===== src/rtl/pipeline_ctrl_pkg.sv =====
// Shared pipeline-control definitions for the RV32IM 5-stage pipeline.
// Contents:
//   div_state_e          - divide-occupancy FSM encoding (RUN / DIV_WAIT)
//   DIV_LATENCY_DEFAULT  - default number of cycles a DIV/REM spends in EXE
//   NOP_INSN             - instruction word that flush/bubble consumers load
package pipeline_ctrl_pkg;

    typedef enum logic {
        ST_RUN      = 1'b0,
        ST_DIV_WAIT = 1'b1
    } div_state_e;

    localparam int DIV_LATENCY_DEFAULT = 32;

    // addi x0, x0, 0
    localparam logic [31:0] NOP_INSN = 32'h00000013;

endpackage


===== src/rtl/reg_hazard_match.sv =====
// x0-aware register dependency compare.
// Ports:
//   id_addr  in  5  source register of the instruction in ID
//   id_use   in  1  the ID instruction actually reads id_addr
//   exe_addr in  5  destination register of the instruction in EXE
//   hit      out 1  ID depends on the EXE result (never for x0)
module reg_hazard_match
    import pipeline_ctrl_pkg::*;
(
    input  logic [4:0] id_addr,
    input  logic       id_use,
    input  logic [4:0] exe_addr,
    output logic       hit
);

    // x0 is hardwired to zero, so writes to it create no dependency.
    assign hit = id_use && (id_addr == exe_addr) && (exe_addr != 5'd0);

endmodule


===== src/rtl/hazard_stall_unit.sv =====
// Stall / flush / bubble controller for the RV32IM 5-stage pipeline.
// Decides when the pipeline must wait rather than forward: load-use hazards,
// multi-cycle divide occupancy of EXE, memory wait states and taken branches.
// Ports:
//   CLK, RESET                 clock (rising edge), async active-low reset
//   ADDR1/ADDR2, USE1/USE2     ID source registers and their use qualifiers
//   EXE_ADDR, EXE_MEM_READ     EXE destination register, EXE is a load
//   EXE_DIV                    EXE holds a DIV/DIVU/REM/REMU
//   BRANCH_TAKEN               EXE resolved a taken branch/jump
//   INST_MEM_BUSY/DATA_MEM_BUSY memory wait states
//   *_STALL, IF_ID_FLUSH, *_BUBBLE  per-register pipeline controls
//   DIV_BUSY                   divide FSM is in DIV_WAIT
//   STALL_COUNT                cycles with PC_STALL high since reset
module hazard_stall_unit
    import pipeline_ctrl_pkg::*;
#(
    parameter int DIV_LATENCY = DIV_LATENCY_DEFAULT,
    parameter int PERF_WIDTH  = 32
) (
    input  logic                  CLK,
    input  logic                  RESET,
    input  logic [4:0]            ADDR1,
    input  logic [4:0]            ADDR2,
    input  logic                  USE1,
    input  logic                  USE2,
    input  logic [4:0]            EXE_ADDR,
    input  logic                  EXE_MEM_READ,
    input  logic                  EXE_DIV,
    input  logic                  BRANCH_TAKEN,
    input  logic                  INST_MEM_BUSY,
    input  logic                  DATA_MEM_BUSY,
    output logic                  PC_STALL,
    output logic                  IF_ID_STALL,
    output logic                  ID_EXE_STALL,
    output logic                  EXE_MEM_STALL,
    output logic                  MEM_WB_STALL,
    output logic                  IF_ID_FLUSH,
    output logic                  ID_EXE_BUBBLE,
    output logic                  EXE_MEM_BUBBLE,
    output logic                  DIV_BUSY,
    output logic [PERF_WIDTH-1:0] STALL_COUNT
);

    localparam int CNT_W = (DIV_LATENCY > 2) ? $clog2(DIV_LATENCY) : 1;
    // The RUN cycle that launches the divide is the first stall cycle, so the
    // wait counter covers the remaining DIV_LATENCY-2 stall cycles.
    localparam logic [CNT_W-1:0] CNT_LOAD = CNT_W'(DIV_LATENCY - 2);

    div_state_e            state_q, state_d;
    logic [CNT_W-1:0]      cnt_q, cnt_d;
    logic [PERF_WIDTH-1:0] stall_count_q, stall_count_d;

    logic [1:0][4:0] id_addr;
    logic [1:0]      id_use;
    logic [1:0]      match;

    assign id_addr = {ADDR2, ADDR1};
    assign id_use  = {USE2, USE1};

    generate
        for (genvar gi = 0; gi < 2; gi++) begin : g_match
            reg_hazard_match u_match (
                .id_addr  (id_addr[gi]),
                .id_use   (id_use[gi]),
                .exe_addr (EXE_ADDR),
                .hit      (match[gi])
            );
        end
    endgenerate

    logic load_use;
    logic div_stall;
    // Raw control vector: {pc, if_id, id_exe, exe_mem, mem_wb stalls,
    //                      if_id flush, id_exe bubble, exe_mem bubble}
    logic [7:0] ctrl;

    assign load_use  = EXE_MEM_READ && (match != 2'b00);
    assign div_stall = ((state_q == ST_RUN) && EXE_DIV) ||
                       ((state_q == ST_DIV_WAIT) && (cnt_q != '0));

    always_comb begin
        state_d = state_q;
        cnt_d   = cnt_q;
        ctrl    = 8'b0;

        if (DATA_MEM_BUSY) begin
            // Freeze everything, including the divide FSM.
            ctrl = 8'b1111_1000;
        end else begin
            unique case (state_q)
                ST_RUN: begin
                    if (EXE_DIV) begin
                        state_d = ST_DIV_WAIT;
                        cnt_d   = CNT_LOAD;
                    end
                end
                ST_DIV_WAIT: begin
                    if (cnt_q == '0) begin
                        state_d = ST_RUN;
                    end else begin
                        cnt_d = cnt_q - CNT_W'(1);
                    end
                end
                default: state_d = ST_RUN;
            endcase

            if (div_stall) begin
                ctrl = 8'b1110_0001;
            end else if (BRANCH_TAKEN) begin
                // The squashed instruction cannot hazard, so flush wins.
                ctrl = 8'b0000_0110;
            end else if (load_use || INST_MEM_BUSY) begin
                ctrl = 8'b1100_0010;
            end
        end
    end

    // Controls are held inactive for as long as reset is asserted.
    assign {PC_STALL, IF_ID_STALL, ID_EXE_STALL, EXE_MEM_STALL, MEM_WB_STALL,
            IF_ID_FLUSH, ID_EXE_BUBBLE, EXE_MEM_BUBBLE} = RESET ? ctrl : 8'b0;
    assign DIV_BUSY    = RESET && (state_q == ST_DIV_WAIT);
    assign STALL_COUNT = stall_count_q;

    always_comb begin
        stall_count_d = stall_count_q;
        if (PC_STALL) begin
            stall_count_d = stall_count_q + PERF_WIDTH'(1);
        end
    end

    always_ff @(posedge CLK or negedge RESET) begin
        if (!RESET) begin
            state_q       <= ST_RUN;
            cnt_q         <= '0;
            stall_count_q <= '0;
        end else begin
            state_q       <= state_d;
            cnt_q         <= cnt_d;
            stall_count_q <= stall_count_d;
        end
    end

endmodule


===== config.mk =====
export PLATFORM = sky130hd
export DESIGN_NAME = hazard_stall_unit
export DESIGN_NICKNAME = d
export VERILOG_FILES = /design/src/rtl/pipeline_ctrl_pkg.sv /design/src/rtl/reg_hazard_match.sv /design/src/rtl/hazard_stall_unit.sv
export SDC_FILE = /design/constraint.sdc
export NUM_CORES = 1
export LEC_CHECK = 0
export ABC_AREA = 0
export BUFFER_PORTS_ARGS = -buffer_cell sky130_fd_sc_hd__buf_2
export CAP_MARGIN = 20
export CORE_ASPECT_RATIO = 2
export CORE_MARGIN = 10
export CORE_UTILIZATION = 50
export CTS_BUF_LIST = sky130_fd_sc_hd__clkbuf_8 sky130_fd_sc_hd__clkbuf_16
export DETAILED_ROUTE_END_ITERATION = 12
export PLACE_DENSITY_LB_ADDON = 0.25
export REMOVE_ABC_BUFFERS = 1
export SYNTH_ARGS = -nofsm -noshare
export SYNTH_HDL_FRONTEND = slang
export SYNTH_SLANG_ARGS = --single-unit

===== constraint.sdc =====
create_clock -name CLK -period 2.6 [get_ports CLK]
set_input_delay 0.13 -clock CLK [delete_from_list [all_inputs] [get_ports CLK]]
set_output_delay 0.13 -clock CLK [all_outputs]
set_load 0.005 [all_outputs]

-- Yosys cells after proc, flatten, opt, wreduce, memory -nomap -nowiden
Cells that the tools add are included.
W data, S select, Z words.
- register bits: 38
- latch bits: 0
- RAM bits: 0
- bits in read-only memories: 0
- input bits: 24
- output and inout port bits: 41
- word-level logic and storage cells: 37
- memories kept: 0
- add/sub/neg operators: 2
- multipliers: 0
- divide/modulo/power cells: 0
- magnitude comparators: 0
- equal/unequal tests: 4
- shift operators: 0
- mux-type cells: 11
- bitwise gates (word level): 2
- reductions and logical operators: 15
- operators by type and width (operator ; number):
    $mux W8 ; 5
    $add A32 B1 Y32 const B ; 1
    $eq A5 B5 Y1 ; 2
    $mux W5 ; 2
    $pmux W5 S2 ; 1
    $reduce_bool A5 Y1 ; 2
    $logic_and A1 B1 Y1 ; 8
    $logic_not A5 Y1 ; 1
    $sub A5 B1 Y5 const B ; 1
    $ne A2 B2 Y1 const B ; 2
    $reduce_and A3 Y1 ; 1
    $logic_or A1 B1 Y1 ; 2
    $mux W1 ; 2
    $not A1 Y1 ; 2
    $pmux W1 S2 ; 1
    $reduce_bool A2 Y1 ; 1

-- Longest topological paths before layout
- depth in word-level cells: 11
- mapped depth: 10
- depth with buffers taken out: 9

-- Hierarchy
A second synthesis with hierarchy kept.
- cell total of the unflattened synthesis: 206
- area total of the unflattened synthesis: 2133.3 um^2
- modules (own cells, without submodules) (module ; instances ; cells each ; area an instance (um^2) ; seq. area each (um^2)):
    hazard_stall_unit ; 1 ; 186 ; 1993.2 ; 950.9
    reg_hazard_match ; 2 ; 10 ; 70.1 ; 0.0

-- Worst setup path before layout
No wires, ideal clock.
- path kind: reg2reg
- start: register cnt_q[0]
- end: register stall_count_q[16], in the netlist STALL_COUNT[16]
- setup time: 0.132 ns
- data arrival time: 2.037 ns
- required time: 2.468 ns
- setup slack: 0.431 ns
- cell stages (with the launch flop): 11
- buffers on the path: 2
- period minus slack after synthesis: 2.169 ns
- path through: dfrtp_1 -> inv_1 -> ha_1 -> or4b_4 -> a211oi_4 -> a21boi_2 -> a21oi_2 -> buf_6 -> buf_6 -> nor3_1 -> xor2_1
- word-level cells in the longest chain between the ends: 6
- RTL lines (item ; line ; source):
    from (decl) ; hazard_stall_unit.sv:50 ; logic [CNT_W-1:0] cnt_q, cnt_d;
    from (signal assigned) ; hazard_stall_unit.sv:138 ; cnt_q <= cnt_d;
    $reduce_bool A5 Y1 ; hazard_stall_unit.sv:79 ; ((state_q == ST_DIV_WAIT) && (cnt_q != '0));
    $logic_and A1 B1 Y1 ; hazard_stall_unit.sv:79 ;
    $logic_or A1 B1 Y1 ; hazard_stall_unit.sv:78 ; assign div_stall = ((state_q == ST_RUN) && EXE_DIV) ||
    $mux W8 ; hazard_stall_unit.sv:107 ; if (div_stall) begin
    $mux W8 ; hazard_stall_unit.sv:86 ; if (DATA_MEM_BUSY) begin
    $mux W8 ; hazard_stall_unit.sv:120 ; IF_ID_FLUSH, ID_EXE_BUBBLE, EXE_MEM_BUBBLE} = RESET ? ctrl : 8'b0;
    to (signal assigned) ; hazard_stall_unit.sv:139 ; stall_count_q <= stall_count_d;
    to (decl) ; hazard_stall_unit.sv:51 ; logic [PERF_WIDTH-1:0] stall_count_q, stall_count_d;
Every way passes these cells.
A chain may end at the register's enable or synchronous reset.

-- Final worst setup path
- start: register cnt_q[0]
- end: output IF_ID_STALL
- word-level cells in the longest chain between the ends: 6
- RTL lines (item ; line ; source):
    $reduce_bool A5 Y1 ; hazard_stall_unit.sv:79 ;
    $logic_and A1 B1 Y1 ; hazard_stall_unit.sv:79 ;
    $logic_or A1 B1 Y1 ; hazard_stall_unit.sv:78 ;
    $mux W8 ; hazard_stall_unit.sv:107 ;
    $mux W8 ; hazard_stall_unit.sv:86 ;
    $mux W8 ; hazard_stall_unit.sv:120 ;
    to (decl) ; hazard_stall_unit.sv:33 ; output logic IF_ID_STALL,
Every way passes these cells.

==> results by group <==
Outcome
  – Status: finished, final reports clean

Final layout
  – Design Area, Final: 0.002580 mm²
  – # diodes: 0
  – Area Growth Syn to Fin: 23.33%
  – Layout Nets: 297
  – Filler instances: 361
  – Fraction of layout cells with a size suffix above 1: 30.63%

Worst hold path
  – Hold Startpoint: DATA_MEM_BUSY
  – Hold path depth: 2
  – Hold Path Class: primary input to flop
  – Hold path endpoint: state_q

Global route
  – Grt ovf: 0
  – Initial antenna violation count: 0
  – Vias in the first global route: 1,797
  – Overall Global Routing Usage: 13.97%
  – First-pass GRT wire length: 8431 µm
  – Pin count of the biggest net entering global routing: 34

Timing
  – Max Slew Vio Count: 0
  – Worst slew margin: 54.89%
  – Final Cycle Share: 94.07%
  – Max Freq: 0.4088 GHz
  – Final Hold Vio Count: 0
  – WHS: 0.1230 ns
  – RSZ-0062 raised after global routing: no
  – Tmin final: 2.446 ns
  – Fin worst setup slack: 0.1541 ns
  – Final setup violation count: 0
  – Slew @ Worst Pin: 0.6741 ns
  – Clk_skew: 0.008352 ns

Worst setup path
  – R2R setup slack: 0.24 ns
  – Req. time, crit path: 2.47 ns
  – Startpoint types: flop
  – Reg-to-reg endpoint: STALL_COUNT[15]
  – Critical path arrival: 2.32 ns
  – Crit. End Element: output port
  – Crit Path Class: flop to output port
  – Crit path max fanout: 5
  – Worst r2r path cells: 9
  – R2R Path Start: cnt_q[0]

Place
  – Gp weighted congestion: 0.7505
  – PortBufs: 64
  – Worst slack, placed: 0.2008 ns
  – DP Area: 0.002454 mm²
  – Hpwl dp: 4053 µm

CTS
  – CTS tree: yes
  – Max clock buf depth: 2
  – CTS buffer count: 5
  – Worst-path clk slew: 0.08 ns
  – H-tree levels: 2
  – TritonCTS Sinks: 38
  – CTS Root Cell: clkbuf_8
  – Later-pin clock latency in the skew report: 0.29 ns

Flow run
  – Maxcap violations: 0

Logic synthesis
  – Post-synthesis async set-or-reset flop share: 100.0%
  – Synth area leaders: dfrtp_1 45%, xor2_1 12%, xnor2_1 5.0%
  – Count leader, synth: dfrtp_1
  – Synth top cells by count: 38 x dfrtp_1, 29 x xor2_1, 16 x nand2_1, 16 x nand3_1, 15 x nor4_1
  – Area fraction of the dominant cell type after synthesis: 45.45%
  – Synth Flop Type: dfrtp_1
  – FF+latch count, synth: 38
  – Largest area contributor in the netlist: dfrtp_1
  – Seq/Total Area, Yosys: 45.45%
  – Syn. warnings: 0
  – Synth unique cells: 39
  – Syn Inst Count: 204
  – Mean area per synthesized cell: 10.25 µm²
  – Mapped Area: 0.002092 mm²
  – EDFF count, synth: 0

Floorplan
  – Die width: 65.74 µm
  – Core footprint: 0.004088 mm²
  – Height of the die: 111.5 µm
  – Effective utilization at floorplan: 51.18%
  – DIE AREA: 0.007328 mm²
  – IO Pins: 65
  – Std-Cell Rows: 33

Drt
  – Vias per inst: 5.471
  – DR vias: 1,767
  – WL final: 5191 µm
  – Drt first-iter violations: 58
  – WL/cell: 16.07 µm
  – Drt drc: 0
  – Routed Antenna Nets: 0
  – Detailed Routing Iterations Pass 1: 4

Pwr
  – Power per cell area: 709.3 mW/mm²
  – Max IR drop VDD: 0.7466 mV
  – Total power draw: 0.001830 W
  – Reported leakage power: 1.256 nW
[report_power, final]
group          internal, W  total [W]  switching (W)  leakage (nW)
sequential        0.000708   0.000873       0.000165         0.466
clock             0.000282   0.000492       0.000210        0.0579
combinational     0.000228   0.000465       0.000238         0.732
total              0.00122    0.00183       0.000612          1.26
[cells by family after synthesis]
family	after synthesis	share of synthesized area [%]
AND/OR/NAND/NOR	92	25.78
XOR/XNOR	41	17.16
flip-flops	38	45.45
AO/OA/AOI/OAI	15	5.264
buffers and inverters	13	3.528
adder cells (fa/ha/maj)	3	1.794
multiplexers	2	1.017
[cells in the final DEF, fill, tap and decap left out, types with 2 or more instances in the layout]
cell type	count
ha_1	3
o21ai_0	4
dfrtp_1	38
clkbuf_8	5
nor3_1	7
and3_1	5
nand4_1	3
nand3_1	16
nor3b_1	4
nor2b_1	3
and2_1	4
xor2_1	29
nor2_1	8
nor4b_1	3
inv_1	4
buf_2	64
nand2_1	16
clkinv_2	2
buf_4	2
a21oi_1	4
nor4_1	15
xnor2_1	12
[flip-flops by register name, indices dropped and copies added, names as in the netlist]
signal / flops
cnt_q: 5
STALL_COUNT: 32
state_q: 1
[worst max-delay path, cell delays in order (launching register included)]
cell	delay [ns]
dfrtp_1	0.38
inv_1	0.11
ha_1	0.15
or4b_4	0.48
a211oi_4	0.33
a21boi_2	0.11
a21oi_4	0.18
inv_1	0.12
buf_2	0.15
[routing by layer]
layer  track usage, %  wire length, µm
met1            13.53             1901
met2            25.49             2852
met3            4.819              356
met4            5.316               80
met5                0                0
[area by class of cell]
cell class / instances / area [µm²] / share of cell area, %
Clock buffer: 5 / 68.82 / 2.667
Clock inverter: 3 / 40.04 / 1.552
Inverter: 4 / 15.01 / 0.5820
Multi-Input combinational cell: 153 / 1075 / 41.66
Sequential cell: 38 / 950.9 / 36.86
Tap cell: 52 / 65.06 / 2.522
Timing Repair Buffer: 68 / 365.4 / 14.16
[how the worst max path moves through the flow]
stage	start	to	slack (ns)	cells past startpoint
3_3_place_gp	cnt_q[0]	STALL_COUNT[15]	0.32	9
4_1_cts	cnt_q[0]	IF_ID_STALL	0.09	8
2_1_floorplan	cnt_q[0]	STALL_COUNT[15]	-0.29	9
6_report	cnt_q[0]	IF_ID_STALL	0.15	8
5_1_grt	cnt_q[0]	IF_ID_STALL	0.04	8
3_5_place_dp	cnt_q[0]	STALL_COUNT[15]	0.20	9
[timing repair]
item                       in CTS  in global routing
buffers inserted                0                  0
resized for setup               0                  1
hold buffers                    1                  0
hold endpoints to repair        8                  0
setup endpoints to repair       0                  2
[per-stage QoR]
step	util (%)	TNS (ns)	cells
after floorplan	-	-0.5594	195
after global placement	60.02	0	314
after detailed placement	60.02	0	314
after CTS	62.93	0	323
after global routing	63.12	0	323
final	63.12	0	323
Power figures use the tool's default switching activity.
